## src/rtl/can_err_pkg.sv

```systemverilog
// Shared types and constants for CAN fault confinement: state encoding,
// counter widths, increment/reload values and error-source indices.
package can_err_pkg;

  typedef enum logic [1:0] {
    ERR_ACTIVE  = 2'd0,
    ERR_PASSIVE = 2'd1,
    BUS_OFF     = 2'd2
  } fc_state_e;

  localparam int TEC_W = 9;
  localparam int REC_W = 8;

  localparam logic [TEC_W-1:0] TEC_ERR_INC = 9'd8;
  localparam logic [REC_W-1:0] REC_ERR_INC = 8'd1;
  localparam logic [REC_W-1:0] REC_RELOAD  = 8'd120;
  localparam logic [REC_W-1:0] REC_MAX     = 8'd255;
  localparam logic [TEC_W-1:0] TEC_BUSOFF  = 9'd256;

  localparam int ERR_SRC_STUFF = 0;
  localparam int ERR_SRC_EOF   = 1;
  localparam int ERR_SRC_CRC   = 2;
  localparam int ERR_SRC_FORM  = 3;

endpackage

```

## src/rtl/can_busoff_recovery.sv

```systemverilog
// Counts runs of 11 recessive sample points while bus-off; done_o is a
// combinational pulse on the sp that completes the RECOVERY_SEQ-th run.
module can_busoff_recovery #(
  parameter int RECOVERY_SEQ = 128
) (
  input  logic clk_i,
  input  logic reset_i,
  input  logic sp_i,
  input  logic enable_i,
  input  logic rx_bit_i,
  output logic done_o
);

  localparam int SEQ_W = $clog2(RECOVERY_SEQ + 1);

  logic [3:0]       run_q, run_d;
  logic [SEQ_W-1:0] seq_q, seq_d;
  logic             run_full;

  assign run_full = sp_i && enable_i && rx_bit_i && (run_q == 4'd10);
  assign done_o   = run_full && (seq_q == SEQ_W'(RECOVERY_SEQ - 1));

  always_comb begin
    run_d = run_q;
    seq_d = seq_q;
    if (!enable_i) begin
      run_d = '0;
      seq_d = '0;
    end else if (sp_i) begin
      if (!rx_bit_i) begin
        run_d = '0;
      end else if (run_full) begin
        run_d = '0;
        seq_d = done_o ? '0 : seq_q + SEQ_W'(1);
      end else begin
        run_d = run_q + 4'd1;
      end
    end
  end

  always_ff @(posedge clk_i) begin
    if (reset_i) begin
      run_q <= '0;
      seq_q <= '0;
    end else begin
      run_q <= run_d;
      seq_q <= seq_d;
    end
  end

endmodule

```

## src/rtl/can_fault_confinement.sv

```systemverilog
// CAN TEC/REC bookkeeping and fault-confinement state; raises a timed
// error-flag request and recovers from bus-off via can_busoff_recovery.
module can_fault_confinement
  import can_err_pkg::*;
#(
  parameter int N_ERR_SRC     = 4,
  parameter int FLAG_LEN      = 6,
  parameter int WARN_LIMIT    = 96,
  parameter int PASSIVE_LIMIT = 128,
  parameter int RECOVERY_SEQ  = 128
) (
  input  logic                 clk_i,
  input  logic                 reset_i,
  input  logic                 sp_i,
  input  logic [N_ERR_SRC-1:0] err_n_i,
  input  logic                 tx_mode_i,
  input  logic                 frame_ok_i,
  input  logic                 rx_bit_i,
  output logic [TEC_W-1:0]     tec_o,
  output logic [REC_W-1:0]     rec_o,
  output logic [1:0]           state_o,
  output logic                 warning_o,
  output logic                 err_flag_o,
  output logic                 err_flag_passive_o,
  output logic [N_ERR_SRC-1:0] err_code_o
);

  localparam logic [TEC_W-1:0] TEC_WARN    = TEC_W'(WARN_LIMIT);
  localparam logic [REC_W-1:0] REC_WARN    = REC_W'(WARN_LIMIT);
  localparam logic [TEC_W-1:0] TEC_PASSIVE = TEC_W'(PASSIVE_LIMIT);
  localparam logic [REC_W-1:0] REC_PASSIVE = REC_W'(PASSIVE_LIMIT);

  fc_state_e            state_q, state_d;
  logic [TEC_W-1:0]     tec_q, tec_d;
  logic [REC_W-1:0]     rec_q, rec_d;
  logic                 warn_q, warn_d;
  logic                 flag_q, flag_d;
  logic                 fpass_q, fpass_d;
  logic [N_ERR_SRC-1:0] code_q, code_d;
  logic [2:0]           fcnt_q, fcnt_d;

  logic [N_ERR_SRC-1:0] err_vec;
  logic                 bus_off, err_evt, ok_evt, rec_done;

  assign err_vec = ~err_n_i;
  assign bus_off = (state_q == BUS_OFF);
  assign err_evt = sp_i && (|err_vec) && !bus_off && !flag_q;
  assign ok_evt  = sp_i && frame_ok_i && !bus_off && !err_evt;

  can_busoff_recovery #(.RECOVERY_SEQ(RECOVERY_SEQ)) u_recovery (
    .clk_i    (clk_i),
    .reset_i  (reset_i),
    .sp_i     (sp_i),
    .enable_i (bus_off),
    .rx_bit_i (rx_bit_i),
    .done_o   (rec_done)
  );

  always_ff @(posedge clk_i) begin
    if (reset_i) begin
      state_q <= ERR_ACTIVE;
      tec_q   <= '0;
      rec_q   <= '0;
      warn_q  <= 1'b0;
      flag_q  <= 1'b0;
      fpass_q <= 1'b0;
      code_q  <= '0;
      fcnt_q  <= '0;
    end else begin
      state_q <= state_d;
      tec_q   <= tec_d;
      rec_q   <= rec_d;
      warn_q  <= warn_d;
      flag_q  <= flag_d;
      fpass_q <= fpass_d;
      code_q  <= code_d;
      fcnt_q  <= fcnt_d;
    end
  end

  // State follows the post-update counters so all outputs move together.
  always_comb begin
    state_d = state_q;
    tec_d   = tec_q;
    rec_d   = rec_q;
    flag_d  = flag_q;
    fpass_d = fpass_q;
    code_d  = code_q;
    fcnt_d  = fcnt_q;

    if (err_evt) begin
      if (tx_mode_i)             tec_d = tec_q + TEC_ERR_INC;
      else if (rec_q != REC_MAX) rec_d = rec_q + REC_ERR_INC;
      code_d  = err_vec & (~err_vec + N_ERR_SRC'(1));
      flag_d  = 1'b1;
      fpass_d = (state_q == ERR_PASSIVE);
      fcnt_d  = '0;
    end else if (sp_i && flag_q) begin
      if (fcnt_q == 3'(FLAG_LEN - 1)) begin
        flag_d  = 1'b0;
        fpass_d = 1'b0;
        fcnt_d  = '0;
      end else begin
        fcnt_d = fcnt_q + 3'd1;
      end
    end

    if (ok_evt) begin
      if (tx_mode_i) begin
        if (tec_q != '0) tec_d = tec_q - TEC_W'(1);
      end else if (rec_q > 8'd127) begin
        rec_d = REC_RELOAD;
      end else if (rec_q != '0) begin
        rec_d = rec_q - REC_W'(1);
      end
    end

    if (bus_off) begin
      if (rec_done) begin
        tec_d   = '0;
        rec_d   = '0;
        state_d = ERR_ACTIVE;
      end
    end else if (tec_d >= TEC_BUSOFF) begin
      tec_d   = TEC_BUSOFF;
      state_d = BUS_OFF;
      flag_d  = 1'b0;
      fpass_d = 1'b0;
      fcnt_d  = '0;
    end else if (tec_d >= TEC_PASSIVE || rec_d >= REC_PASSIVE) begin
      state_d = ERR_PASSIVE;
    end else begin
      state_d = ERR_ACTIVE;
    end

    warn_d = (tec_d >= TEC_WARN) || (rec_d >= REC_WARN);
  end

  always_comb begin
    tec_o              = tec_q;
    rec_o              = rec_q;
    state_o            = state_q;
    warning_o          = warn_q;
    err_flag_o         = flag_q;
    err_flag_passive_o = fpass_q;
    err_code_o         = code_q;
  end

endmodule
```

## config.mk

```make
export PLATFORM = sky130hd
export DESIGN_NAME = can_fault_confinement
export DESIGN_NICKNAME = d
export VERILOG_FILES = /design/src/rtl/can_err_pkg.sv /design/src/rtl/can_busoff_recovery.sv /design/src/rtl/can_fault_confinement.sv
export SDC_FILE = /design/constraint.sdc
export NUM_CORES = 1
export LEC_CHECK = 0
export ABC_AREA = 0
export CAP_MARGIN = 40
export CELL_PAD_IN_SITES_DETAIL_PLACEMENT = 1
export CELL_PAD_IN_SITES_GLOBAL_PLACEMENT = 1
export CORE_UTILIZATION = 35
export DETAILED_ROUTE_END_ITERATION = 8
export GPL_ROUTABILITY_DRIVEN = 0
export PLACE_DENSITY = 0.8
export SKIP_LAST_GASP = 1
export SYNTH_ARGS = -nofsm -noshare
export SYNTH_HDL_FRONTEND = slang
export SYNTH_SLANG_ARGS = --single-unit
```

## constraint.sdc

```tcl
create_clock -name clk_i -period 2.25 [get_ports clk_i]
set_input_delay 0.5625 -clock clk_i [delete_from_list [all_inputs] [get_ports clk_i]]
set_output_delay 0.5625 -clock clk_i [all_outputs]
set_load 0.01 [all_outputs]
```

==> results.py, run 1 <==
metrics = {
    "status": {
        "status": "finished, violations left",
        "violations": "design-rule violations, negative setup slack",
    },
    "pwr": {
        "seqPwrFrac_pct": 43.2,
        "ir_drop_v": 0.0002812,
        "clkPwrFrac_pct": 35.5,
        "switching_share_pct": 29.22,
        "power_leakage_nw": 1.387,
        "powerDensity_nw_per_um2": 496.7,
        "internal_power_w": 0.001255,
        "p_sw_w": 0.0005179,
        "comb_power_share_pct": 21.3,
    },
    "global_route": {
        "grt_pass1_wl_mm": 13.52,
        "antenna_found_initial": 0,
        "grt_pass1_vias": 2788,
        "grt_max_degree": 15,
        "grt-ovfl-total": 0,
        "grt_usage_pct": 23.92,
    },
    "critical_path": {
        "path_max_fanout": 4,
        "cp_data_arrival_time_ps": 2540,
        "critPathBufInv": 1,
        "crit_family": "simple AND/OR/NAND/NOR gates",
        "crit_required_ps": 2430,
        "end_kind": "flop",
        "crit_type": "in -> reg",
        "slowest_delay_ps": 550,
        "cp.depth": 8,
        "rr_worst_depth": 8,
        "worstPathCellList": "clkdlybuf4s15_2 -> nand4_1 -> nand3_2 -> or4b_4 -> o211a_4 -> o211ai_1 -> nor3_2 -> or3_1",
        "slowest_stage": "or4b_4",
        "start_kind": "input pin",
    },
    "clocking": {
        "clk_pin_slew_ps": 100,
        "clockBufferDepth": 2,
        "hold_buffers": 0,
        "clk_latency_ps": 310,
        "cts.sinks": 41,
        "clockRootBuffer": "clkbuf_8",
        "cts_buffers": 5,
        "cts_tree": "yes",
        "h-tree-depth": 2,
    },
    "detailed_routing": {
        "routed_via_density": 5.720,
        "wl_mm": 8.825,
        "vias": 2654,
        "detail-route-antenna-nets": 0,
        "drt-initial-drc-count": 108,
        "drc": 4,
        "dr.pass1.iters": 6,
        "avgRoutedWirePerCell_um": 19.02,
    },
    "cells_and_area": {
        "antenna_cells": 0,
        "finalNonFillerCells": 464,
        "final_nets": 405,
        "syn_to_final_growth_pct": 49.71,
        "drive_gt1_share_pct": 33.33,
        "mostFrequentLayoutCell": "buf_4",
        "most-common-layout-cells": "buf_4, dfxtp_1, nor2_1",
        "final_core_util_pct": 55.25,
        "fillers": 771,
    },
    "timing": {
        "drv_slew": 0,
        "worst_pin_slew_ps": 471.8,
        "hold_viol_final": 0,
        "period_share_pct": 105.0,
        "skew_ps": 15.67,
        "max_slew_margin_pct": 68.26,
        "setup_viol": 6,
        "rsz0062_at_grt": "yes",
        "clock.fmax_ghz": 0.4234,
        "period_minus_slack_ps": 2362,
        "worst_slack_ps": -111.9,
        "final.setup.tns_ps": -380.1,
    },
    "synth": {
        "yosys.area_share.adder_pct": 4.724,
        "synth_top_family_by_area": "simple AND/OR/NAND/NOR gates",
        "synth_simple_gate_area_share_pct": 32.70,
        "ys.flop_type": "dfxtp_1",
        "async_flop_share_pct": 0,
        "syn_area_um2": 2384,
        "synth_cells": 285,
        "synth_fp_nets": 304,
        "yosys_warnings": 0,
        "synth-seq-area-share_pct": 34.44,
        "synth_mux_area_share_pct": 1.732,
        "synth-edff-count": 0,
        "syn_avg_cell_area_um2": 8.363,
        "synth_compound_area_share_pct": 16.48,
        "synth_xor_area_share_pct": 5.879,
        "synth_cell_types": 64,
        "synth_seq_cells": 41,
    },
    "placement": {
        "dp_hpwl_mm": 5.610,
        "dp.cells": 450,
        "io_buffers": 35,
    },
    "floorplan": {
        "row_count": 29,
        "core_um2": 6459,
        "dieWidth_um": 84.53,
        "start_util_pct": 36.90,
        "die_area_um2": 7144,
        "io_pins": 36,
        "die_h_um": 84.53,
    },
    "worst_hold_path": {
        "hold_path_depth": 2,
        "hold_class": "reg -> reg",
    },
    "flow_run": {
        "cap_violations": 0,
    },
}
-- metal layers --
metal	track usage, %	vias to the layer above	part of all wire [%]
li1	-	1228	-
met1	27.39	1319	43
met2	44.49	76	50
met3	3.933	31	3.2
met4	8.783	0	4.0
met5	0	-	0
-- area by class of cell --
class,instances,area [µm²],area share (%)
inverter,13,51.30,1.438
tap,77,96.34,2.700
clock inverter,3,46.29,1.297
clock buffer,5,68.82,1.928
timing repair buffer,103,852.1,23.88
sequential,41,827.0,23.18
multi-input combinational,222,1627,45.58
-- path summary, 6_finish.rpt --
kind / startpoint / to / slack (ps)
min: err_code_o[2] / err_code_o[2] / 460
min reg2reg: err_code_o[2] / err_code_o[2] / 460
max: err_n_i[1] / warning_o / -110
max reg2reg: state_o[0] / warning_o / -110
-- synthesized netlist by cell type, drive strengths merged, types with 4 or more instances --
cell type | instances | area, µm²
dfxtp | 41 | 820.8
nor2 | 36 | 137.6
nand2 | 33 | 126.4
a21oi | 15 | 75.07
inv | 13 | 48.80
ha | 9 | 112.6
nor3 | 9 | 45.04
nand3 | 8 | 40.04
o21ai | 8 | 40.04
xnor2 | 8 | 70.07
xor2 | 8 | 70.07
and3 | 7 | 45.05
nand2b | 7 | 43.79
a211oi | 5 | 37.54
clkbuf | 5 | 18.77
nor4 | 5 | 46.29
buf | 4 | 28.78
o31ai | 4 | 43.79
or3 | 4 | 25.02
or4b | 4 | 40.04
-- through the flow --
step	setup slack (ps)	area [µm²]	power, W	hold WS [ps]
3_5_place_dp	-744.9	3284	0.001123	455.9
6_report	-111.9	3568	0.001772	465.0
5_1_grt	-199.2	3568	0.001836	485.0
4_1_cts	-35.84	3485	0.001757	466.1
2_1_floorplan	-66.41	2424	0.0009516	466.3
3_3_place_gp	-745.1	3284	0.001111	443.1
-- power by group through the flow --
stage | registers, W | clock network, W | logic, W
finish | 0.000766 | 0.000628 | 0.000378
detailed placement | 0.000781 | 0 | 0.000342
floorplan | 0.000793 | 0 | 0.000158
CTS | 0.000765 | 0.000637 | 0.000355
global placement | 0.000779 | 0 | 0.000332
global route | 0.000769 | 0.000664 | 0.000403
-- tightest hold or removal path, cell delays in order, from the launching register on --
cell	delay [ps]
dfxtp_1	320
nand2_1	50
a21oi_1	50
-- state kept, by name, indices dropped and copies added, names as in the netlist --
register and flops:
err_code_o 4, err_flag_o 1, err_flag_passive_o 1, fcnt_q 3
rec_o 8, state_o 2, tec_o 9, u_recovery.run_q 4
u_recovery.seq_q 8, warning_o 1
-- cell families (layout without fill, tap and decap cells) --
| group | after synthesis | in the layout |
|---|---|---|
| AO/OA/AOI/OAI | 54 | 54 |
| flip-flops | 41 | 41 |
| multiplexers | 4 | 4 |
| buffers and inverters | 22 | 124 |
| AND/OR/NAND/NOR | 139 | 139 |
| adder cells (fa/ha/maj) | 9 | 9 |
| XOR/XNOR | 16 | 16 |
-- timing repair --
action                     4_1_cts  5_1_grt
setup endpoints to repair       28        8
gates cloned                     0        0
setup buffers                    3        3
resized for setup               46       12
pin swaps                       15        7
No activity file was read; power rests on OpenSTA's default activity.
==> inputs of run 2 (changes only) <==
--- a/config.mk
+++ b/config.mk
@@ -14,6 +14,7 @@
 export GPL_ROUTABILITY_DRIVEN = 0
 export PLACE_DENSITY = 0.8
 export SKIP_LAST_GASP = 1
+export SLEW_MARGIN = 20
 export SYNTH_ARGS = -nofsm -noshare
 export SYNTH_HDL_FRONTEND = slang
 export SYNTH_SLANG_ARGS = --single-unit
==> results of run 2 <==
Same layout as run 1: the final DEF is identical, and so are final timing and power.
==> inputs of run 3 (changes only) <==
--- a/config.mk
+++ b/config.mk
@@ -17,4 +17,5 @@
 export SLEW_MARGIN = 20
 export SYNTH_ARGS = -nofsm -noshare
 export SYNTH_HDL_FRONTEND = slang
+export SYNTH_HIERARCHICAL = 1
 export SYNTH_SLANG_ARGS = --single-unit
==> results.py, run 3 <==
metrics = {
    "global_route": {
        "grt_usage_pct": 26.24,
        "antenna_found_initial": 0,
        "grt_max_degree": 20,
        "grt_pass1_wl_mm": 15.86,
        "grt_pass1_vias": 3197,
        "grt-ovfl-total": 0,
    },
    "timing": {
        "setup_viol": 1,
        "skew_ps": 9.107,
        "hold_viol_final": 0,
        "timing.hold.ws_ps": 473.3,
        "clock.fmax_ghz": 0.4422,
        "max_slew_margin_pct": 61.75,
        "drv_slew": 0,
        "worst_slack_ps": -11.51,
        "final.setup.tns_ps": -11.51,
        "period_share_pct": 100.5,
        "worst_pin_slew_ps": 568.6,
        "period_minus_slack_ps": 2262,
    },
    "cells_and_area": {
        "largest_register_ffs": 9,
        "mostFrequentLayoutCell": "buf_4",
        "multiInputGateArea_um2": 1837,
        "final_nets": 458,
        "drive_gt1_share_pct": 30.23,
        "fillers": 926,
        "seqCellArea_um2": 820.8,
        "final_core_util_pct": 53.69,
        "syn_to_final_growth_pct": 46.97,
        "antenna_cells": 0,
        "most-common-layout-cells": "buf_4, dfxtp_1, clkdlybuf4s50_1",
    },
    "floorplan": {
        "die_h_um": 89.24,
        "die_area_um2": 7964,
        "core_um2": 7292,
        "io_pins": 36,
        "start_util_pct": 36.53,
        "dieWidth_um": 89.24,
        "row_count": 31,
    },
    "clocking": {
        "h-tree-depth": 2,
        "cts.sinks": 41,
        "clockBufferDepth": 2,
        "cts_buffers": 5,
        "clockRootBuffer": "clkbuf_8",
        "clk_pin_slew_ps": 90,
        "hold_buffers": 0,
        "cts_tree": "yes",
        "clk_latency_ps": 310,
    },
    "pwr": {
        "comb_power_share_pct": 24.1,
        "p_sw_w": 0.0005655,
        "switching_share_pct": 29.92,
        "ir_drop_v": 0.0005744,
        "powerDensity_nw_per_um2": 482.8,
        "seqPwrFrac_pct": 40.8,
        "power_leakage_nw": 1.497,
        "clkPwrFrac_pct": 35.1,
        "internal_power_w": 0.001325,
    },
    "synth": {
        "ys.flop_type": "dfxtp_1",
        "yosys.cell_count.top_type": "dfxtp_1",
        "synth_cells": 336,
        "syn_avg_cell_area_um2": 7.928,
        "synth_area_leaders": "dfxtp_1, a21oi_1, ha_1",
        "synth_cell_types": 65,
        "synth_commonest_cells": "dfxtp_1, a21oi_1, nand2_1, nor2_1, nand3_1",
        "syn_area_um2": 2664,
        "synth-seq-area-share_pct": 30.81,
        "synth-edff-count": 0,
        "synth_fp_nets": 355,
        "async_flop_share_pct": 0,
        "yosys.area.top_type_share_pct": 30.81,
        "synth_seq_cells": 41,
        "synth_top_area_cell": "dfxtp_1",
        "yosys_warnings": 6,
    },
    "worst_hold_path": {
        "hold_path_depth": 2,
        "hold_class": "reg -> reg",
    },
    "detailed_routing": {
        "drc": 0,
        "detail-route-antenna-nets": 0,
        "routed_via_density": 5.876,
        "vias": 3167,
        "drt-initial-drc-count": 121,
        "dr.pass1.iters": 4,
        "avgRoutedWirePerCell_um": 19.26,
        "wl_mm": 10.38,
    },
    "critical_path": {
        "crit_required_ps": 2440,
        "rr_worst_depth": 6,
        "start_kind": "flop",
        "path_max_fanout": 3,
        "crit_type": "reg -> reg",
        "cp_data_arrival_time_ps": 2450,
        "end_kind": "flop",
    },
    "placement": {
        "place_ws_ps": -595.9,
        "io_buffers": 35,
        "dp_hpwl_mm": 7.047,
    },
    "status": {
        "violations": "negative setup slack",
        "status": "finished, violations left",
    },
    "flow_run": {
        "cap_violations": 0,
    },
}
[run 3: cell types whose count changed in the layout (fill, tap and decap cells not counted), moves of 6 or more]
cell	previous run	this run
nor2_1	32	18
nand3_1	7	17
nor4_1	2	8
or3_1	3	10
o21ai_0	7	14
buf_4	67	78
nand2_1	31	25
a21oi_1	14	23
[run 3: timing repair]
item | in CTS | in global routing
setup buffers | 3 | 2
pin swaps | 11 | 8
setup endpoints to repair | 17 | 9
resized for setup | 30 | 14
[run 3: worst paths after layout]
path | endpoint | slack, ps | start
min | err_code_o[1] | 470 | err_code_o[1]
max | warning_o | -10 | rec_o[4]
max reg2reg | warning_o | -10 | rec_o[4]
min reg2reg | err_code_o[1] | 470 | err_code_o[1]
[run 3: kinds of logic (layout without fill, tap and decap cells)]
logic type	Yosys count	after routing	synth area share, %
buffers and inverters	36	140	5.918
adders and majority gates	9	9	4.227
xor gates and xnor gates	8	8	2.630
and+or+nand+nor	154	154	33.73
muxes	2	2	0.7516
AOI/OAI and AO/OA	86	86	21.94
DFF	41	41	30.81
[run 3: power groups by stage]
stage | sequential (W) | combinational, W | clock [W]
after floorplan | 0.000789 | 0.000197 | 0
after global placement | 0.000785 | 0.000388 | 0
after detailed placement | 0.000786 | 0.000402 | 0
after CTS | 0.000770 | 0.000424 | 0.000670
after global routing | 0.000775 | 0.000487 | 0.000709
final | 0.000771 | 0.000456 | 0.000663
[run 3: per-stage QoR]
step | instances | area (µm²) | power [W]
6_report | 539 | 3915 | 0.001890
5_1_grt | 539 | 3915 | 0.001970
4_1_cts | 537 | 3836 | 0.001864
3_5_place_dp | 526 | 3603 | 0.001188
3_3_place_gp | 526 | 3603 | 0.001174
2_1_floorplan | 336 | 2664 | 0.0009858
[run 3: worst max-delay path, stage by stage (launching register included)]
cell and delay (ps):
dfxtp_1 330, or4_4 540, or3_4 420, a2111oi_4 340, a311oi_2 100, a32oi_1 280
o211ai_1 130
[run 3: layout make-up]
cell class	instances	share of cell area [%]
Clock buffer	6	2.109
Tap cell	99	3.164
Multi-Input combinational cell	259	46.92
Sequential cell	41	20.97
Clock inverter	2	0.9588
Inverter	18	1.726
Timing Repair Buffer	114	24.16
[run 3: per-layer routing]
metal  part of all wire [%]  GRT usage (%)  vias up  wire (µm)
met5                      0              0        -          0
met4                    4.3          13.71        0        443
met3                    3.1          4.986       46        325
met2                     51          47.05       91       5338
met1                     41          29.46     1556       4271
li1                       -              -     1474          -
